==> config.mk <==
export PLATFORM = sky130hd
export DESIGN_NAME = dht11_reader
export DESIGN_NICKNAME = d
export VERILOG_FILES = /design/src/rtl/dht_pkg.sv /design/src/rtl/dht_sync.sv /design/src/rtl/dht11_reader.sv
export SDC_FILE = /design/constraint.sdc
export NUM_CORES = 1
export LEC_CHECK = 0
export BUFFER_PORTS_ARGS = -buffer_cell sky130_fd_sc_hd__buf_2
export CORE_UTILIZATION = 34
export CTS_BUF_LIST = sky130_fd_sc_hd__clkbuf_2
export DETAILED_ROUTE_END_ITERATION = 12
export PLACE_DENSITY = 0.62
export SYNTH_ARGS = -nofsm -noshare
export SYNTH_HDL_FRONTEND = slang
export SYNTH_SLANG_ARGS = --single-unit
==> constraint.sdc <==
create_clock -name clk -period 4.4 [get_ports clk]
set_clock_uncertainty 0.15 [all_clocks]
set_input_delay 0.88 -clock clk [delete_from_list [all_inputs] [get_ports clk]]
set_output_delay 0.88 -clock clk [all_outputs]
set_load 0.05 [all_outputs]
==> src/rtl/dht_pkg.sv <==
// Shared types and cycle-count helpers for the DHT11 single-wire reader.
// All timing constants are converted to clock cycles at elaboration time.
package dht_pkg;

    typedef enum logic [2:0] {
        IDLE,
        START_LOW,
        RELEASE,
        RESP_LOW,
        RESP_HIGH,
        BIT_LOW,
        BIT_HIGH,
        CHECK
    } dht_state_t;

    localparam int FRAME_BITS = 40;
    localparam int CNT_W      = 27;

    function automatic logic [CNT_W-1:0] us_cycles(input int clk_hz, input int us);
        return CNT_W'(longint'(clk_hz / 1_000_000) * longint'(us));
    endfunction

    function automatic logic [CNT_W-1:0] ms_cycles(input int clk_hz, input int ms);
        return us_cycles(clk_hz, ms * 1000);
    endfunction

endpackage

==> src/rtl/dht_sync.sv <==
// Two-flop synchroniser for the raw data line plus a delayed copy for edge detect.
// Flops reset high to match the idle (pulled-up) line and avoid a spurious fall.
module dht_sync (
    input  logic clk,
    input  logic reset,
    input  logic din,
    output logic lvl,
    output logic rise,
    output logic fall
);

    logic meta;
    logic sync;
    logic prev;

    always_ff @(posedge clk or posedge reset) begin
        if (reset) begin
            meta <= 1'b1;
            sync <= 1'b1;
            prev <= 1'b1;
        end else begin
            meta <= din;
            sync <= meta;
            prev <= sync;
        end
    end

    assign lvl  = sync;
    assign rise = sync & ~prev;
    assign fall = ~sync & prev;

endmodule

==> src/rtl/dht11_reader.sv <==
// DHT11 controller: periodic start pulse, 40-bit frame capture, checksum check.
// One shared cycle counter times every state and clears on each state change.
module dht11_reader
    import dht_pkg::*;
#(
    parameter int CLK_HZ        = 50_000_000,
    parameter int SAMPLE_MS     = 2000,
    parameter int START_LOW_US  = 18000,
    parameter int BIT_THRESH_US = 40,
    parameter int TIMEOUT_US    = 200
) (
    input  logic        clk,
    input  logic        reset,
    input  logic        dht_in,
    output logic        dht_oe,
    output logic [15:0] temp_out,
    output logic [15:0] hum_out,
    output logic        data_valid,
    output logic        chk_err,
    output logic        timeout_err,
    output logic        busy
);

    localparam logic [CNT_W-1:0] IDLE_TC   = ms_cycles(CLK_HZ, SAMPLE_MS) - CNT_W'(1);
    localparam logic [CNT_W-1:0] START_TC  = us_cycles(CLK_HZ, START_LOW_US) - CNT_W'(1);
    localparam logic [CNT_W-1:0] THRESH    = us_cycles(CLK_HZ, BIT_THRESH_US);
    localparam logic [CNT_W-1:0] TMO_TC    = us_cycles(CLK_HZ, TIMEOUT_US) - CNT_W'(1);
    localparam logic [5:0]       LAST_BIT  = 6'(FRAME_BITS - 1);

    dht_state_t state;
    dht_state_t state_next;

    logic [CNT_W-1:0]      cnt;
    logic [CNT_W-1:0]      hi_cycles;
    logic [5:0]            bit_cnt;
    logic [FRAME_BITS-1:0] frame;
    logic [7:0]            chk_sum;

    logic line_lvl;
    logic line_rise;
    logic line_fall;
    logic phase_tmo;
    logic shift_en;
    logic do_valid;
    logic do_chk;
    logic do_tmo;

    dht_sync u_sync (
        .clk   (clk),
        .reset (reset),
        .din   (dht_in),
        .lvl   (line_lvl),
        .rise  (line_rise),
        .fall  (line_fall)
    );

    // The counter is cleared on entry to BIT_HIGH, so the line has been high cnt+1 cycles.
    assign hi_cycles = cnt + CNT_W'(1);
    assign phase_tmo = (cnt == TMO_TC);
    assign chk_sum   = frame[39:32] + frame[31:24] + frame[23:16] + frame[15:8];

    always_ff @(posedge clk or posedge reset) begin
        if (reset) begin
            state <= IDLE;
            cnt   <= '0;
        end else begin
            state <= state_next;
            cnt   <= (state_next != state) ? '0 : cnt + CNT_W'(1);
        end
    end

    always_comb begin
        state_next = state;
        shift_en   = 1'b0;
        do_valid   = 1'b0;
        do_chk     = 1'b0;
        do_tmo     = 1'b0;
        case (state)
            IDLE: begin
                // Never pull the line while the sensor is still holding it low.
                if (cnt >= IDLE_TC && line_lvl) state_next = START_LOW;
            end
            START_LOW: begin
                if (cnt == START_TC) state_next = RELEASE;
            end
            RELEASE: begin
                if (line_fall) state_next = RESP_LOW;
                else if (phase_tmo) begin
                    state_next = IDLE;
                    do_tmo     = 1'b1;
                end
            end
            RESP_LOW: begin
                if (line_rise) state_next = RESP_HIGH;
                else if (phase_tmo) begin
                    state_next = IDLE;
                    do_tmo     = 1'b1;
                end
            end
            RESP_HIGH: begin
                if (line_fall) state_next = BIT_LOW;
                else if (phase_tmo) begin
                    state_next = IDLE;
                    do_tmo     = 1'b1;
                end
            end
            BIT_LOW: begin
                if (line_rise) state_next = BIT_HIGH;
                else if (phase_tmo) begin
                    state_next = IDLE;
                    do_tmo     = 1'b1;
                end
            end
            BIT_HIGH: begin
                if (line_fall) begin
                    shift_en   = 1'b1;
                    state_next = (bit_cnt == LAST_BIT) ? CHECK : BIT_LOW;
                end else if (phase_tmo) begin
                    state_next = IDLE;
                    do_tmo     = 1'b1;
                end
            end
            CHECK: begin
                state_next = IDLE;
                if (chk_sum == frame[7:0]) do_valid = 1'b1;
                else                       do_chk   = 1'b1;
            end
            default: state_next = IDLE;
        endcase
    end

    always_ff @(posedge clk or posedge reset) begin
        if (reset) begin
            bit_cnt <= '0;
            frame   <= '0;
        end else begin
            if (state == RESP_HIGH) bit_cnt <= '0;
            else if (shift_en)      bit_cnt <= bit_cnt + 6'd1;
            if (shift_en) frame <= {frame[FRAME_BITS-2:0], (hi_cycles > THRESH)};
        end
    end

    always_ff @(posedge clk or posedge reset) begin
        if (reset) begin
            hum_out     <= '0;
            temp_out    <= '0;
            data_valid  <= 1'b0;
            chk_err     <= 1'b0;
            timeout_err <= 1'b0;
        end else begin
            data_valid  <= do_valid;
            chk_err     <= do_chk;
            timeout_err <= do_tmo;
            if (do_valid) begin
                hum_out  <= {8'd0, frame[39:32]};
                temp_out <= {8'd0, frame[23:16]};
            end
        end
    end

    assign dht_oe = (state == START_LOW);
    assign busy   = (state != IDLE);

endmodule

### After elaboration in Yosys (flattened, before gate mapping)

Cells that the tools add are included.

* equal/unequal tests: 12
* mux-type cells: 23
* add/subtract/negate cells: 5
* reductions and logical operators: 6
* order comparisons: 2
* bitwise logic cells: 4

Operators by type and width (count)
* 27-bit by 1-bit adder with 27-bit output (second input constant): 1
* 27-bit by 14-bit == test with 1-bit output (second input constant): 1
* 27-bit by 20-bit == test with 1-bit output (second input constant): 1
* 27-bit >= comparator (second input constant): 1
* 27-bit by 11-bit greater-than comparator with 1-bit output (second input constant): 1
* 27-bit 2-to-1 mux: 1
* 8-bit adder: 3
* 3-bit 2-to-1 mux: 8
* 3-bit one-hot mux with 8 select lines: 1
* 3-bit == test (second input constant): 4
* 6-bit 2-to-1 mux: 2
* 1-bit 2-to-1 mux: 9
* 8-bit == test: 1
* 6-bit by 1-bit adder with 6-bit output (second input constant): 1
* 3-bit by 2-bit == test with 1-bit output (second input constant): 2
* 6-bit == test (second input constant): 1
* 3-bit by 1-bit == test with 1-bit output (second input constant): 1
* 3-bit zero test: 1
* 3-bit != test: 1
* 3-bit nonzero test: 1
* 3-bit OR reduction: 1
* 1-bit bitwise AND: 2
* 2-bit 2-to-1 mux: 1
* 1-bit inverter: 2
* other kinds (4): 4

* input port bits: 3
* register bits after elaboration: 98

### Longest topological paths before layout

Gate-level depths: netlist of run 1.

* depth after elaboration: 6
* gate-level depth with buffers: 14

### Hierarchy

Synthesis of run 1 repeated with hierarchy kept, for this count alone.

* cells, all modules: 618
* area, all modules: 5699.2 um^2

Modules (own cells, without submodules)
* dht11_reader: area each 5601.6 um^2, sequential area each 2377.3 um^2, cells an instance 612, instances 1
* dht_sync: area each 97.6 um^2, sequential area each 78.8 um^2, cells an instance 6, instances 1

### Worst setup path after synthesis of run 1

Ideal clock, no wire load.

* path kind: reg-to-reg
* start: register frame[9]
* end: register hum_out[0]
* cell stages (with the launch flop): 15
* required time: 4125 ps
* path slack: 281 ps
* setup time: 125 ps
* arrival time: 3844 ps
* path buffers: 2
* path through: dfrtp_1 > fa_1 > inv_1 > fa_1 > inv_1 > ha_1 > fa_1 > a21o_1 > a21oi_1 > o21ai_0 > xnor2_1 > or4_1 > buf_6 > buf_12 > mux2_4

* longest elaborated chain between the ends: 4

RTL lines
* start: declaration: line dht11_reader.sv:36 `logic [FRAME_BITS-1:0] frame;`
* start signal: assignment: line dht11_reader.sv:139 `if (shift_en) frame <= {frame[FRAME_BITS-2:0], (hi_cycles > THRESH)};`
* 8-bit adder: line dht11_reader.sv:60 `assign chk_sum = frame[39:32] + frame[31:24] + frame[23:16] + frame[15:8];`
* 8-bit == test: line dht11_reader.sv:125 `if (chk_sum == frame[7:0]) do_valid = 1'b1;`
* 1-bit 2-to-1 mux: line dht11_reader.sv:125
* 1-bit 2-to-1 mux: line dht11_reader.sv:78 `case (state)`
* end signal: assignment: line dht11_reader.sv:155 `hum_out <= {8'd0, frame[39:32]};`
* end: declaration: line dht11_reader.sv:17 `output logic [15:0] hum_out,`

No other way between the ends.
A chain may end at the register's enable or synchronous reset.

### Final worst setup path of run 1

* start: register frame[9]
* end: register temp_out[6]

* longest elaborated chain between the ends: 4

RTL lines
* 8-bit adder: line dht11_reader.sv:60
* 8-bit == test: line dht11_reader.sv:125
* 1-bit 2-to-1 mux: line dht11_reader.sv:125
* 1-bit 2-to-1 mux: line dht11_reader.sv:78
* end signal: assignment: line dht11_reader.sv:156 `temp_out <= {8'd0, frame[23:16]};`
* end: declaration: line dht11_reader.sv:16 `output logic [15:0] temp_out,`

No other way between the ends.

==> results of run 1 <==
[power groups by stage]
| stage | clock (W) | sequential (W) | combinational (W) |
|---|---|---|---|
| final | 0.000412 | 0.000907 | 0.0000536 |
| after floorplan | 0 | 0.000921 | 0.0000571 |
| after global placement | 0 | 0.000921 | 0.0000544 |
| after CTS | 0.000435 | 0.000907 | 0.0000555 |
| after global routing | 0.000468 | 0.000908 | 0.0000595 |
| after detailed placement | 0 | 0.000921 | 0.0000556 |
[final timing paths]
kind / start / to / cells past startpoint
max in group asynchronous: reset / bit_cnt[0]$_DFFE_PP0P_ / 3
min in group asynchronous: reset / frame[14]$_DFFE_PP0P_ / 3
worst min register to register: u_sync.meta$_DFF_PP1_ / u_sync.lvl$_DFF_PP1_ / 0
worst min-delay path: dht_in / u_sync.meta$_DFF_PP1_ / 1
worst max-delay path: frame[9]$_DFFE_PP0P_ / temp_out[6]$_DFFE_PP0P_ / 13
worst max register to register: frame[9]$_DFFE_PP0P_ / temp_out[6]$_DFFE_PP0P_ / 13
[stage by stage]
step	setup slack, ns	utilization, %	instance area, um2	hold WS (ns)	power, W
finish	0.218	36.8	5830	0.190	0.00137
detailed placement	0.168	36.1	5710	0.200	0.000977
floorplan	0.281	-	5560	0.195	0.000978
global route	0.0304	36.8	5830	0.126	0.00144
global placement	0.238	36.1	5710	0.196	0.000976
CTS	0.174	36.8	5820	0.131	0.00140
[logic make-up (layout without fill, tap and decap cells)]
logic type               count (synthesis)  count (layout)
AO/OA/AOI/OAI                           52              52
XOR/XNOR                                49              49
adder cells (fa/ha/maj)                 24              24
buffers and inverters                   61              61
flip-flops                              98              98
multiplexers                            53              53
other                                    1              17
AND/OR/NAND/NOR                        164             164
[worst max-delay path, cell delays in order (launching register included)]
cell and delay [ns]:
dfrtp_1 0.46, fa_1 0.53, inv_1 0.05, fa_1 0.49, inv_1 0.04, ha_1 0.23, fa_1 0.42, a21o_1 0.20
a21oi_1 0.21, o21ai_0 0.15, xnor2_1 0.16, or4_1 0.52, buf_6 0.20, mux2_2 0.28
[layout make-up]
class / count / share of cell area [%]
multi-input cells: 358 / 47.5
flip-flops and latches: 98 / 42.2
well taps: 216 / 4.64
repair buffers: 28 / 2.68
inverters: 17 / 1.14
clock inverters: 7 / 1.05
clock buffers: 9 / 0.773
diodes: 1 / 0.0430
[what timing repair did]
action,in CTS,in global routing
setup buffers,0,0
setup endpoints to repair,0,1
gates resized for setup,0,1
[Yosys cell counts, types with 5 or more instances]
cell type | count | area, um2
nand4_1 | 17 | 106
clkbuf_1 | 20 | 75.1
xor2_1 | 19 | 166
fa_1 | 14 | 280
nand2_1 | 22 | 82.6
ha_1 | 10 | 125
o21ai_0 | 12 | 60.1
nand3_1 | 13 | 65.1
dfrtp_1 | 95 | 2380
mux2_2 | 41 | 462
nor3_1 | 9 | 45.0
and3_1 | 6 | 37.5
nor2b_1 | 8 | 50.1
xnor2_1 | 30 | 263
nand2b_1 | 5 | 31.3
nor4_1 | 13 | 81.3
inv_1 | 17 | 63.8
a21oi_1 | 12 | 60.1
nor2_1 | 44 | 165
mux2_4 | 10 | 150
buf_4 | 16 | 120
and2_1 | 5 | 31.3
[metal layers]
| metal | GRT usage, % | vias to the layer above |
|---|---|---|
| li1 | - | 1751 |
| met1 | 18.1 | 1843 |
| met2 | 22.2 | 88 |
| met3 | 3.06 | 10 |
| met4 | 5.12 | 0 |
| met5 | 0 | - |
[state kept, by name, indices dropped and copies added, names as in the netlist]
name,cells
frame,40
cnt,27
hum_out,8
temp_out,8
bit_cnt,6
state,3
chk_err,1
data_valid,1
timeout_err,1
u_sync.lvl,1
u_sync.meta,1
u_sync.prev,1
==> flow_summary.ini, run 1 <==
[status]
status = finished, final reports clean

[synth]
syn_avg_cell_area_um2 = 11.0
synth_compound_area_share_pct = 6.30
async_flop_share_pct = 100
synthesis.area_mm2 = 0.00550
synth-edff-count = 0
synthAdderAreaFrac_pct = 7.37
synth_mux_area_share_pct = 11.5
synth_top_family_by_area = simple AND/OR/NAND/NOR gates
synth_seq_cells = 98
seq_area_frac_synth_pct = 44.6
yosys.area_share.xor_xnor_pct = 7.80
yosysUniqueCellTypes = 56
yosysWarnings = 0
synthSimpleGateAreaFrac_pct = 16.2
syn-instance-count = 502
ys.flop_type = dfrtp_1

[timing]
rsz0062_at_grt = false
setup-tns-final_ns = 0
drv_slew = 0
period_share_pct = 95.1
clock.fmax_mhz = 239
relSlewSlack_pct = 50.2
finalSetupViolCount = 0
layout_min_cycle_time_ns = 4.18
hold_violations = 0
tightest_slew_ns = 0.741

[place]
io_buffer_count = 23
dp_hpwl_um = 7460
globalplace.congestion = 0.865
placed_cells = 717

[clock_network]
cts_made_buffers = 9
cts.sinks = 98
h-tree-depth = 3
cts_hold_buf = 0
clock_latency_ns = 0.60
clockRootBuffer = clkbuf_2
clk_path_buf_depth = 2
cts_tree = done
clkTransAtPathRegs_ns = 0.28

[layout]
syn2layout_area_growth_pct = 5.89
fin_cells = 734
num-fill-cells = 1547
layout_common_cells = 95 x dfrtp_1, 44 x nor2_1, 41 x mux2_2
final_common_cell = dfrtp_1
drive_gt1_share_pct = 20.1
layout.nets = 539
multiInputGateArea_mm2 = 0.00277
seqCellArea_mm2 = 0.00246

[pwr]
pwr-share-clk_pct = 30.0
p_leak_nw = 2.82
powerDensity_mw_per_mm2 = 236
p_comb_share_pct = 3.9
intPower_w = 0.000994
swShare_pct = 27.5
p_sw_w = 0.000378
p_seq_share_pct = 66.1
peakVddDrop_mv = 0.0950

[die]
die-height_um = 129
die_w_um = 129
rows = 46
io_pins = 40
dieArea_mm2 = 0.0167
start_util_pct = 34.8
core_area_mm2 = 0.0158

[setup_path]
critical_path_class = register to register
worst_setup_path_end_kind = register
crit_fanout = 16
worstPathArrival_ns = 4.53
cp-start-kind = register
crit_required_ns = 4.75
r2r_slack_ns = 0.22

[grt]
grt_usage_pct = 13.7
grt_overflow = 0
grt_pass1_vias = 3686
grt_max_degree = 57
grt_pass1_wl_um = 18100
antenna_found_initial = 1

[route]
post-route-drc-count = 0
wl_met2_um = 5000
vias = 3692
wl_met3_um = 442
viasPerCell = 5.03
antenna_left = 0
wl_met1_um = 4910
drt_wl_total_um = 10500
drtIter0Drc = 264
highest_layer = met4
wl_per_cell_um = 14.3
drt_pass1_iterations = 4

[min_path]
hp-class = input port to register

[run]
maxCapViolCount = 0
Note: power is estimated with default switching activity, not from simulation.
==> run 2: changes to the inputs <==
Settings changed: CORE_ASPECT_RATIO from default to 1.2.
==> run 2 against run 1 <==
Against the previous run:
- worst setup slack improved by 0.012 ns
- sequential cell count did not move
- hold slack got worse by 0.030 ns
- power rose by 0.19%
- global-route usage rose by 0.47 points
- first-iteration DRC count fell by 1.9%
- via count fell by 1.4%
- clock power barely moved
- register-to-register slack barely moved
- core utilization rose by 0.40 points
- combinational power barely moved
- critical path depth did not move
- critical path type unchanged
- largest cell class unchanged
==> flow_summary.ini, run 2 (synthesis gave the netlist of run 1 again) <==
[clock_network]
cts_made_buffers = 9
clock_latency_ns = 0.63
clkTransAtPathRegs_ns = 0.27
clk_path_buf_depth = 2
cts_tree = done
clockRootBuffer = clkbuf_2
cts.sinks = 98
h-tree-depth = 3

[layout]
final_area_mm2 = 0.00584
layout.nets = 542
final_common_cell = dfrtp_1
drive_gt1_share_pct = 20.8
largest_reg_flops = 40
syn2layout_area_growth_pct = 6.21
largest_register = frame
top_regs = frame (40), cnt (27)
n_antenna_cell = 0
layout_common_cells = 95 x dfrtp_1, 44 x nor2_1, 41 x mux2_2

[route]
wl_per_cell_um = 14.9
drt_pass1_iterations = 4
drt_wl_total_um = 10900
drtIter0Drc = 259
viasPerCell = 5.00
post-route-drc-count = 0
antenna_left = 0
vias = 3642

[timing]
relSlewSlack_pct = 47.1
setup-tns-final_ns = 0
hold_violations = 0
clock.fmax_mhz = 240
period_share_pct = 94.8
rsz0062_at_grt = false
drv_slew = 0
finalSetupViolCount = 0
layout_min_cycle_time_ns = 4.17
tightest_slew_ns = 0.786

[min_path]
min_path_cells = 1
min_from = dht_in
hold_path_end = u_sync.meta$_DFF_PP1_
hp-class = input port to register

[die]
dieArea_mm2 = 0.0167
die_w_um = 118
rows = 50
die-height_um = 141
io_pins = 40
start_util_pct = 35.0
core_area_mm2 = 0.0157

[grt]
grt_pass1_wl_um = 18800
grt_max_degree = 52
antenna_found_initial = 0
grt_overflow = 0
grt_usage_pct = 14.2
grt_pass1_vias = 3689

[setup_path]
cp-start-kind = register
worst_setup_path_end_kind = register
r2r_slack_ns = 0.23
r2r_start = frame[9]$_DFFE_PP0P_
crit_fanout = 14
crit_required_ns = 4.81
r2r-end = temp_out[0]$_DFFE_PP0P_
worst-r2r-cell-count = 13
worstPathArrival_ns = 4.58
critical_path_class = register to register

[place]
globalplace.congestion = 0.919
io_buffer_count = 23
placed_cell_area_mm2 = 0.00571
dp_hpwl_um = 8020

[pwr]
peakVddDrop_mv = 0.117
powerDensity_mw_per_mm2 = 235
p_leak_nw = 2.84

[status]
status = finished, final reports clean

[run]
maxCapViolCount = 0
run 2: cell types whose count changed in the layout (fill, tap and decap cells not counted), sizes merged:
cell / change
buf: +2
clkinv: +1
clkinvlp: -1
diode: -1
dlygate4sd3: +1
run 2: final cells by class:
class / count / area (um2)
fillers: 1564 / 9860
multi-input cells: 358 / 2780
flip-flops and latches: 98 / 2460
well taps: 208 / 260
repair buffers: 31 / 181
inverters: 17 / 66.3
clock inverters: 7 / 58.8
clock buffers: 9 / 45.0
run 2: repair_timing:
action	CTS	global route
hold endpoints to repair	11	0
resized for setup	0	3
setup endpoints to repair	0	16
setup buffers	0	1
hold buffers	1	0
run 2: per-stage QoR:
stage	setup slack, ns	cells	util, %	power (W)	hold WS [ns]
floorplan	0.281	517	-	0.000978	0.195
global placement	0.202	710	36.4	0.000975	0.196
detailed placement	0.124	710	36.4	0.000976	0.198
CTS	0.0960	727	37.1	0.00140	0.107
global route	0.0252	728	37.2	0.00144	0.0895
finish	0.229	728	37.2	0.00137	0.160
run 2: worst max-delay path: stages (launching register included):
cell,delay [ns]
dfrtp_1,0.47
fa_1,0.54
inv_1,0.06
fa_1,0.50
inv_1,0.04
ha_1,0.23
fa_1,0.42
a21o_1,0.22
a21oi_2,0.17
o21ai_0,0.12
xnor2_1,0.16
or4_4,0.53
buf_6,0.19
mux2_4,0.30
run 2: worst max-delay path by stage:
stage / start / to / cells past startpoint
3_5_place_dp: frame[9]$_DFFE_PP0P_ / hum_out[1]$_DFFE_PP0P_ / 13
2_1_floorplan: frame[9]$_DFFE_PP0P_ / hum_out[0]$_DFFE_PP0P_ / 14
3_3_place_gp: frame[9]$_DFFE_PP0P_ / hum_out[2]$_DFFE_PP0P_ / 13
6_report: frame[9]$_DFFE_PP0P_ / temp_out[0]$_DFFE_PP0P_ / 13
4_1_cts: frame[9]$_DFFE_PP0P_ / temp_out[0]$_DFFE_PP0P_ / 13
5_1_grt: frame[9]$_DFFE_PP0P_ / temp_out[0]$_DFFE_PP0P_ / 13
run 2: where the power goes:
part	switching, W	internal (W)
clock network	0.000330	0.0000844
logic	0.0000498	0.00000409
registers	0.000000943	0.000906
total	0.000380	0.000994
run 2: layer usage:
layer,up-vias,GRT usage (%),wire [um]
li1,1754,-,-
met1,1813,17.2,4710
met2,57,24.8,5580
met3,18,3.58,352
met4,0,4.59,227
met5,-,0,0
==> run 3: changes to the inputs <==
--- a/config.mk
+++ b/config.mk
@@ -12,2 +12,3 @@
 export DETAILED_ROUTE_END_ITERATION = 12
+export MAX_ROUTING_LAYER = met4
 export PLACE_DENSITY = 0.62
--- a/constraint.sdc
+++ b/constraint.sdc
@@ -4,2 +4,2 @@
 set_output_delay 0.88 -clock clk [all_outputs]
-set_load 0.05 [all_outputs]
+set_load 0.02 [all_outputs]
==> run 3 against run 2 <==
Against the previous run:
- via count increased by 2.1%
- die area unchanged
- critical path depth unchanged
- count of clock-buffer cells in the layout unchanged
- hold slack improved by 0.027 ns
- routed wire length increased by 1.8%
- maximum frequency decreased by 1.1%
==> flow_summary.ini, run 3 (synthesis gave the netlist of run 1 again) <==
[route]
post-route-drc-count = 0
vias = 3718
viasPerCell = 5.12
wl_per_cell_um = 15.2
drt_wl_total_um = 11100
drt_pass1_iterations = 5
drtIter0Drc = 197
antenna_left = 0

[pwr]
powerDensity_mw_per_mm2 = 251
intPower_w = 0.00111
swShare_pct = 24.8
p_sw_w = 0.000367
pwr-share-clk_pct = 36.2
peakVddDrop_mv = 0.139
p_comb_share_pct = 2.4
p_seq_share_pct = 61.4
p_leak_nw = 2.85

[setup_path]
r2r_slack_ns = 0.18
cp-start-kind = register
r2r-end = temp_out[0]$_DFFE_PP0P_
critical_path_class = register to register
worstPathCellList = fa_1 -> inv_1 -> fa_1 -> inv_1 -> ha_1 -> fa_1 -> a21o_1 -> a21oi_2 -> o21ai_0 -> xnor2_1 -> or4_1 -> buf_6 -> mux2_4
crit_fanout = 14
crit_family = adder cells
max_stage_delay_ns = 0.57
worstPathArrival_ns = 4.60
crit_required_ns = 4.78
r2r_start = frame[17]$_DFFE_PP0P_
cpMostUsedCell = fa_1
worst_setup_path_end_kind = register
path_buf_inv = 3
slowest_stage = or4_1
worst-r2r-cell-count = 13

[die]
dieArea_mm2 = 0.0167
rows = 50
die-height_um = 141
die_w_um = 118
io_pins = 40
core_area_mm2 = 0.0157
start_util_pct = 35.0

[clock_network]
cts.sinks = 98
cts_hold_buf = 0
clock_latency_ns = 0.62
cts_tree = done
clockRootBuffer = clkbuf_2
clkTransAtPathRegs_ns = 0.30
cts_made_buffers = 9
clk_path_buf_depth = 2
h-tree-depth = 3

[layout]
seqCellArea_mm2 = 0.00246
top_regs = frame (40), cnt (27)
final_common_cell = dfrtp_1
num-fill-cells = 1569
utilization_pct = 37.4
n_antenna_cell = 0
multiInputGateArea_mm2 = 0.00278
layout.nets = 540
drive_gt1_share_pct = 20.7
largest_register = frame
syn2layout_area_growth_pct = 6.87
largest_reg_flops = 40
layout_common_cells = 95 x dfrtp_1, 44 x nor2_1, 41 x mux2_2

[timing]
relSlewSlack_pct = 34.7
layout_min_cycle_time_ns = 4.22
drv_slew = 0
clock.fmax_mhz = 237
rsz0062_at_grt = false
period_share_pct = 95.9
hold_violations = 0
finalSetupViolCount = 0
tightest_slew_ns = 0.979
setup-tns-final_ns = 0
fin_hold_ws_ns = 0.187

[grt]
grt_pass1_wl_um = 18700
antenna_found_initial = 0
grt_overflow = 0
grt_pass1_vias = 3754
grt_usage_pct = 14.5
grt_max_degree = 81

[place]
io_buffer_count = 23
dp_hpwl_um = 7960
globalplace.congestion = 0.914

[min_path]
hp-class = input port to register
hold_path_end = u_sync.meta$_DFF_PP1_
min_from = dht_in
min_path_cells = 1

[status]
status = finished, final reports clean

[run]
maxCapViolCount = 0
-- run 3: per-layer routing --
layer  vias up  routed length, um  GRT usage [%]
met5         -                  0              -
met4         0                176           5.13
met3        14                410           3.86
met2        88               5670           24.1
met1      1861               4810           16.8
li1       1755                  -              -
-- run 3: cell type report --
cell class / instances / share of cell area (%)
Timing Repair Buffer: 29 / 2.79
Sequential cell: 98 / 41.8
Inverter: 17 / 1.13
Clock inverter: 7 / 1.87
Clock buffer: 9 / 0.766
Tap cell: 208 / 4.43
Multi-Input combinational cell: 358 / 47.2
-- run 3: worst max-delay path by stage --
stage	from	endpoint	depth (start not counted)
2_1_floorplan	frame[9]$_DFFE_PP0P_	hum_out[0]$_DFFE_PP0P_	14
3_3_place_gp	frame[9]$_DFFE_PP0P_	hum_out[3]$_DFFE_PP0P_	13
3_5_place_dp	frame[9]$_DFFE_PP0P_	hum_out[2]$_DFFE_PP0P_	13
4_1_cts	frame[17]$_DFFE_PP0P_	temp_out[0]$_DFFE_PP0P_	13
5_1_grt	frame[17]$_DFFE_PP0P_	temp_out[0]$_DFFE_PP0P_	13
6_report	frame[17]$_DFFE_PP0P_	temp_out[0]$_DFFE_PP0P_	13
-- run 3: repair_timing --
item	4_1_cts	5_1_grt
buffers inserted	0	1
endpoints found under the setup margin	0	14
gates resized for setup	0	3
endpoints found under the hold margin	0	0
-- run 3: per-stage QoR --
step / setup slack, ns / instance area [um2] / cells / power [W]
4_1_cts: 0.0823 / 5860 / 725 / 0.00150
3_5_place_dp: 0.120 / 5700 / 709 / 0.000958
5_1_grt: 0.00980 / 5880 / 726 / 0.00154
3_3_place_gp: 0.203 / 5700 / 709 / 0.000956
2_1_floorplan: 0.281 / 5560 / 517 / 0.000960
6_report: 0.181 / 5880 / 726 / 0.00148
-- run 3: power by group through the flow --
stage	Sequential, W	Clock, W	Combinational [W]
after floorplan	0.000921	0	0.0000391
after global placement	0.000921	0	0.0000353
after detailed placement	0.000921	0	0.0000365
after CTS	0.000907	0.000558	0.0000364
after global routing	0.000908	0.000595	0.0000403
final	0.000907	0.000535	0.0000348
